<file path="src/rtl/ceespu_memory_stage.sv">
// Memory stage: issues one bus access per memory instruction, stalls until ack or timeout,
// then aligns/extends load data and registers the writeback value, destination and enable.
module ceespu_memory_stage #(
   parameter int ACK_TIMEOUT = 255
) (
   input  logic        I_clk,
   input  logic        I_rst,
   input  logic        I_memE,
   input  logic [3:0]  I_memWe,
   input  logic [31:0] I_memAddress,
   input  logic [31:0] I_storeData,
   input  logic [2:0]  I_selMem,
   input  logic        I_we,
   input  logic [1:0]  I_selWb,
   input  logic [31:0] I_aluResult,
   input  logic [13:0] I_PC,
   input  logic [4:0]  I_regD,
   input  logic        I_busAck,
   input  logic [31:0] I_busRdata,
   output logic        O_busReq,
   output logic [31:0] O_busAddr,
   output logic [31:0] O_busWdata,
   output logic [3:0]  O_busWe,
   output logic        O_busy,
   output logic        O_busErr,
   output logic        O_we,
   output logic [4:0]  O_regD,
   output logic [31:0] O_wbData
);

   typedef enum logic {S_IDLE, S_WAIT} state_t;

   localparam int CNT_W = (ACK_TIMEOUT > 1) ? $clog2(ACK_TIMEOUT + 1) : 1;
   localparam logic [CNT_W:0] TIMEOUT_LIM = (CNT_W + 1)'(ACK_TIMEOUT);

   state_t             state_q,     state_d;
   logic               bus_req_q,   bus_req_d;
   logic [31:0]        bus_addr_q,  bus_addr_d;
   logic [31:0]        bus_wdata_q, bus_wdata_d;
   logic [3:0]         bus_we_q,    bus_we_d;
   logic               bus_err_q,   bus_err_d;
   logic               we_q,        we_d;
   logic [4:0]         reg_d_q,     reg_d_d;
   logic [31:0]        wb_data_q,   wb_data_d;
   logic [1:0]         addr_lo_q,   addr_lo_d;
   logic [2:0]         sel_mem_q,   sel_mem_d;
   logic [1:0]         sel_wb_q,    sel_wb_d;
   logic               lat_we_q,    lat_we_d;
   logic [31:0]        alu_q,       alu_d;
   logic [31:0]        link_q,      link_d;
   logic [CNT_W-1:0]   cnt_q,       cnt_d;

   logic [CNT_W:0]     cnt_inc;
   logic               timeout_hit;
   logic [31:0]        link_now;

   // The loaded byte/half is picked from the lane the byte address points at.
   function automatic logic [31:0] align_load(input logic [31:0] rdata,
                                              input logic [1:0]  a,
                                              input logic [2:0]  sel);
      logic [7:0]  b;
      logic [15:0] h;
      logic [31:0] r;
      case (a)
         2'd0:    b = rdata[7:0];
         2'd1:    b = rdata[15:8];
         2'd2:    b = rdata[23:16];
         default: b = rdata[31:24];
      endcase
      h = a[0] ? rdata[31:16] : rdata[15:0];
      case (sel[1:0])
         2'd1:    r = sel[2] ? {16'b0, h} : {{16{h[15]}}, h};
         2'd2:    r = sel[2] ? {24'b0, b} : {{24{b[7]}}, b};
         default: r = rdata;
      endcase
      return r;
   endfunction

   assign link_now    = {18'b0, I_PC} + 32'd1;
   assign cnt_inc     = {1'b0, cnt_q} + 1'b1;
   assign timeout_hit = (ACK_TIMEOUT != 0) && (cnt_inc == TIMEOUT_LIM);

   always_comb begin
      // NOTE: every _d gets a default first so no path through the case leaves it unassigned (no latches).
      state_d     = state_q;
      bus_req_d   = bus_req_q;
      bus_addr_d  = bus_addr_q;
      bus_wdata_d = bus_wdata_q;
      bus_we_d    = bus_we_q;
      bus_err_d   = 1'b0;
      we_d        = we_q;
      reg_d_d     = reg_d_q;
      wb_data_d   = wb_data_q;
      addr_lo_d   = addr_lo_q;
      sel_mem_d   = sel_mem_q;
      sel_wb_d    = sel_wb_q;
      lat_we_d    = lat_we_q;
      alu_d       = alu_q;
      link_d      = link_q;
      cnt_d       = cnt_q;

      case (state_q)
         S_IDLE: begin
            if (I_memE) begin
               state_d     = S_WAIT;
               bus_req_d   = 1'b1;
               bus_addr_d  = {I_memAddress[31:2], 2'b00};
               bus_wdata_d = I_storeData;
               bus_we_d    = I_memWe;
               addr_lo_d   = I_memAddress[1:0];
               sel_mem_d   = I_selMem;
               sel_wb_d    = I_selWb;
               lat_we_d    = I_we;
               reg_d_d     = I_regD;
               alu_d       = I_aluResult;
               link_d      = link_now;
               cnt_d       = '0;
               we_d        = 1'b0;
            end else begin
               we_d      = I_we;
               reg_d_d   = I_regD;
               wb_data_d = (I_selWb == 2'd2) ? link_now : I_aluResult;
            end
         end
         S_WAIT: begin
            // Ack is tested before the timeout so a same-cycle ack still completes.
            if (I_busAck) begin
               state_d   = S_IDLE;
               bus_req_d = 1'b0;
               we_d      = lat_we_q;
               case (sel_wb_q)
                  2'd1:    wb_data_d = align_load(I_busRdata, addr_lo_q, sel_mem_q);
                  2'd2:    wb_data_d = link_q;
                  default: wb_data_d = alu_q;
               endcase
            end else if (timeout_hit) begin
               state_d   = S_IDLE;
               bus_req_d = 1'b0;
               bus_err_d = 1'b1;
               we_d      = 1'b0;
            end else if (ACK_TIMEOUT != 0) begin
               cnt_d = cnt_inc[CNT_W-1:0];
            end
         end
         default: state_d = S_IDLE;
      endcase
   end

   // NOTE: state registers use non-blocking assignment so all flops update together at the edge.
   always_ff @(posedge I_clk) begin
      if (I_rst) begin
         state_q     <= S_IDLE;
         bus_req_q   <= 1'b0;
         bus_addr_q  <= '0;
         bus_wdata_q <= '0;
         bus_we_q    <= '0;
         bus_err_q   <= 1'b0;
         we_q        <= 1'b0;
         reg_d_q     <= '0;
         wb_data_q   <= '0;
         addr_lo_q   <= '0;
         sel_mem_q   <= '0;
         sel_wb_q    <= '0;
         lat_we_q    <= 1'b0;
         alu_q       <= '0;
         link_q      <= '0;
         cnt_q       <= '0;
      end else begin
         state_q     <= state_d;
         bus_req_q   <= bus_req_d;
         bus_addr_q  <= bus_addr_d;
         bus_wdata_q <= bus_wdata_d;
         bus_we_q    <= bus_we_d;
         bus_err_q   <= bus_err_d;
         we_q        <= we_d;
         reg_d_q     <= reg_d_d;
         wb_data_q   <= wb_data_d;
         addr_lo_q   <= addr_lo_d;
         sel_mem_q   <= sel_mem_d;
         sel_wb_q    <= sel_wb_d;
         lat_we_q    <= lat_we_d;
         alu_q       <= alu_d;
         link_q      <= link_d;
         cnt_q       <= cnt_d;
      end
   end

   assign O_busReq   = bus_req_q;
   assign O_busAddr  = bus_addr_q;
   assign O_busWdata = bus_wdata_q;
   assign O_busWe    = bus_we_q;
   assign O_busErr   = bus_err_q;
   assign O_we       = we_q;
   assign O_regD     = reg_d_q;
   assign O_wbData   = wb_data_q;
   assign O_busy     = (state_q == S_WAIT) && !I_busAck;

endmodule

</file>
<file path="config.mk">
export PLATFORM = sky130hd
export DESIGN_NAME = ceespu_memory_stage
export DESIGN_NICKNAME = d
export VERILOG_FILES = /design/src/rtl/ceespu_memory_stage.sv
export SDC_FILE = /design/constraint.sdc
export NUM_CORES = 1
export LEC_CHECK = 0
export CORE_UTILIZATION = 46
export DETAILED_ROUTE_END_ITERATION = 7
export GPL_TIMING_DRIVEN = 0
export PLACE_DENSITY = 0.84
export SETUP_SLACK_MARGIN = 0.1
export SYNTH_ARGS = -nofsm -noshare
export SYNTH_HDL_FRONTEND = slang
export SYNTH_SLANG_ARGS = --single-unit
</file>
<file path="constraint.sdc">
create_clock -name I_clk -period 2.6 [get_ports I_clk]
set_input_delay 0.52 -clock I_clk [delete_from_list [all_inputs] [get_ports I_clk]]
set_output_delay 0.52 -clock I_clk [all_outputs]
set_load 0.005 [all_outputs]
</file>
==> flow_summary.yaml <==
setup_path:
  crit_chain: "clkdlybuf4s50_1 > nand2b_1 > clkbuf_1 > clkbuf_2 > clkbuf_1 > nand2_1 > a21oi_1"
  endpoint_kind: "flip-flop"
  crit_top_cell: "clkbuf_1"
  path_class: "primary input to flip-flop"
  critPathSlowestCell: "clkbuf_1"
  max_stage_delay_ns: 0.58
  critical_path_arrival_ns: 2.77
  reg2regPathDepth: 8
  reg2reg_slack_ns: 0.29
  start_kind: "primary input"
  required_ns: 2.96
  crit_fanout: 10
logic_synthesis:
  yosysWarnings: 0
  synth_most_common_cell: "nand2_1"
  syn_area_mm2: 0.00819
  ys_seq_elements: 170
  synth_area_per_cell_um2: 7.64
  async_flop_share_pct: 0
  synth_edf_count: 0
  yosys-top-cells-count: "nand2_1 (240), a21oi_1 (177), dfxtp_1 (170), nor2_1 (74), clkbuf_1 (70)"
  synth_top_cells_by_area: "dfxtp_1 (42%), nand2_1 (11%), a21oi_1 (11%)"
  synth_cell_types: 65
  yosysTopAreaCell: "dfxtp_1"
  yosysSeqAreaShare_pct: 41.5
  synth_flop_cell: "dfxtp_1"
  synth.top_cell.area_share_pct: 41.5
  postSynthCellCount: 1072
detailed_routing:
  via_per_inst: 5.75
  wirelength_mm: 30.6
  avgRoutedWirePerCell_um: 19.1
  drc: 0
  ant_nets: 0
  num_vias: 9182
  dr.pass1.iters: 6
  drt_iter0_markers: 865
sta:
  holdWs_ns: 0.453
  setup_viol_count_final: 0
  max_freq_ghz: 0.415
  period_share_pct: 92.6
  slew_viol_final: 0
  tightest_slew_ns: 0.831
  maxSlewHeadroom_pct: 44.6
  period_needed_ns: 2.41
  skew_ns: 0.00677
  rsz0062_at_grt: "no"
  finalSetupTns_ns: 0
  finalHoldViolations: 0
finish:
  num_antenna_cells: 0
  final_cells: 1597
  fin_area_mm2: 0.0118
  nNetsFinal: 1527
  layout-drive-gt1-share_pct: 6.27
  syn_to_final_growth_pct: 43.4
floorplan:
  rows: 48
  die_h_um: 135
  ioPinCount: 270
  fp.dieArea_mm2: 0.0183
  start_util_pct: 47.2
  die_w_um: 135
  coreArea_mm2: 0.0174
grt:
  grt_pass1_vias: 8822
  grt.total_usage_pct: 33.6
  overflow: 0
  antenna_found_initial: 0
  grt_max_degree: 17
  grt_pass1_wl_mm: 47.2
clock_tree:
  htree_num_levels: 4
  cts-root-buf: "clkbuf_16"
  cts_tree: "done"
  numCtsBuffers: 17
  clock_latency_ns: 0.43
  clkTransAtPathRegs_ns: 0.07
  cts_buffer_depth: 2
  cts_sinks: 170
hold_path:
  hold_depth: 2
  hold_class: "flip-flop to flip-flop"
power_and_ir_drop:
  ir_drop_v: 0.000533
  power_per_cell_area_mw_per_mm2: 605
  p_leak_nw: 4.17
place:
  globalplace.congestion: 0.959
  io_buffers: 267
  hpwl_mm: 23.4
  placed_cells: 1565
  place_area_mm2: 0.0112
run_status:
  status: "complete, no violations"
job:
  maxCapViolCount: 0
[flip-flops by register name, indices dropped and copies added (netlist names), 2 cells and up]
signal      count
sel_mem_q       3
O_wbData       32
cnt_q           8
link_q         15
addr_lo_q       2
O_busWe         4
O_busAddr      30
O_regD          5
O_busWdata     32
alu_q          32
sel_wb_q        2
[layout make-up]
cell class	instances	area (um2)
flip-flops and latches	170	3400
well taps	225	282
clock buffers	18	429
inverters	34	128
plain buffers	88	383
clock inverters	14	163
repair buffers	267	2670
fillers	1446	5600
multi-input cells	781	4290
[kinds of logic (layout without fill, tap and decap cells)]
kind of cell / count (synthesis) / after routing / synth area share, %
other cells: 1 / 2 / 0.0458
mux: 28 / 28 / 4.84
simple gates: 387 / 387 / 20.1
buf+inv: 122 / 421 / 6.11
flops: 170 / 170 / 41.5
fa+ha+maj: 7 / 7 / 1.07
compound gates: 347 / 347 / 25.3
xor+xnor: 10 / 10 / 1.07
[critical path, delay by kind of cell]
family	cells	cell delay (ns)
AO/OA/AOI/OAI	1	0.17
AND/OR/NAND/NOR	2	0.27
buffers and inverters	4	1.80
[power by group]
part	switching, W	internal, W
Clock	0.00115	0.00144
Combinational	0.000840	0.000754
Sequential	0.000128	0.00280
Total	0.00212	0.00499
[per-stage QoR]
| stage | setup slack (ns) | power (W) | util (%) |
|---|---|---|---|
| 3_5_place_dp | -0.435 | 0.00454 | 64.2 |
| 2_1_floorplan | 0.687 | 0.00369 | - |
| 5_1_grt | 0.109 | 0.00737 | 67.7 |
| 4_1_cts | 0.185 | 0.00709 | 67.7 |
| 3_3_place_gp | -0.414 | 0.00451 | 64.2 |
| 6_report | 0.192 | 0.00711 | 67.7 |
[final timing paths]
kind                               from                          to
max                              I_memE   sel_mem_q[0]$_SDFFE_PP0P_
min          O_busAddr[21]$_SDFFE_PP0P_  O_busAddr[21]$_SDFFE_PP0P_
max reg2reg    sel_wb_q[0]$_SDFFE_PP0P_    O_wbData[4]$_SDFFE_PP0P_
min reg2reg  O_busAddr[21]$_SDFFE_PP0P_  O_busAddr[21]$_SDFFE_PP0P_
[cells in the final DEF (no fill, tap or decap), drive strengths merged, types with 4 or more instances in the layout]
| master | n |
|---|---|
| clkdlybuf4s50 | 267 |
| nand2 | 240 |
| a21oi | 178 |
| dfxtp | 170 |
| clkbuf | 88 |
| nor2 | 74 |
| o21ai | 67 |
| inv | 39 |
| a211oi | 32 |
| nand3 | 21 |
| buf | 18 |
| nor3 | 15 |
| mux2 | 13 |
| a311oi | 10 |
| a31oi | 10 |
| nand2b | 9 |
| mux4 | 8 |
| a221oi | 8 |
| mux2i | 7 |
| ha | 7 |
| xnor2 | 6 |
| o2111ai | 6 |
| nand4 | 6 |
| nor2b | 5 |
| o211ai | 5 |
| a22oi | 5 |
| clkinv | 5 |
| xor2 | 4 |
| o22ai | 4 |
| o221ai | 4 |
[timing repair]
item / 4_1_cts / 5_1_grt
buffers inserted: 0 / 0
resized for setup: 2 / 12
setup endpoints to repair: 25 / 26
hold buffers: 0 / 0
[routing by layer]
metal / up-vias / routed length (um) / track usage (%)
met5: - / 0 / 0
met4: 0 / 1230 / 15.0
met2: 573 / 14100 / 56.2
met3: 86 / 3360 / 7.82
met1: 4219 / 11900 / 41.1
li1: 4304 / - / -
(Power assumes the default switching activity.)
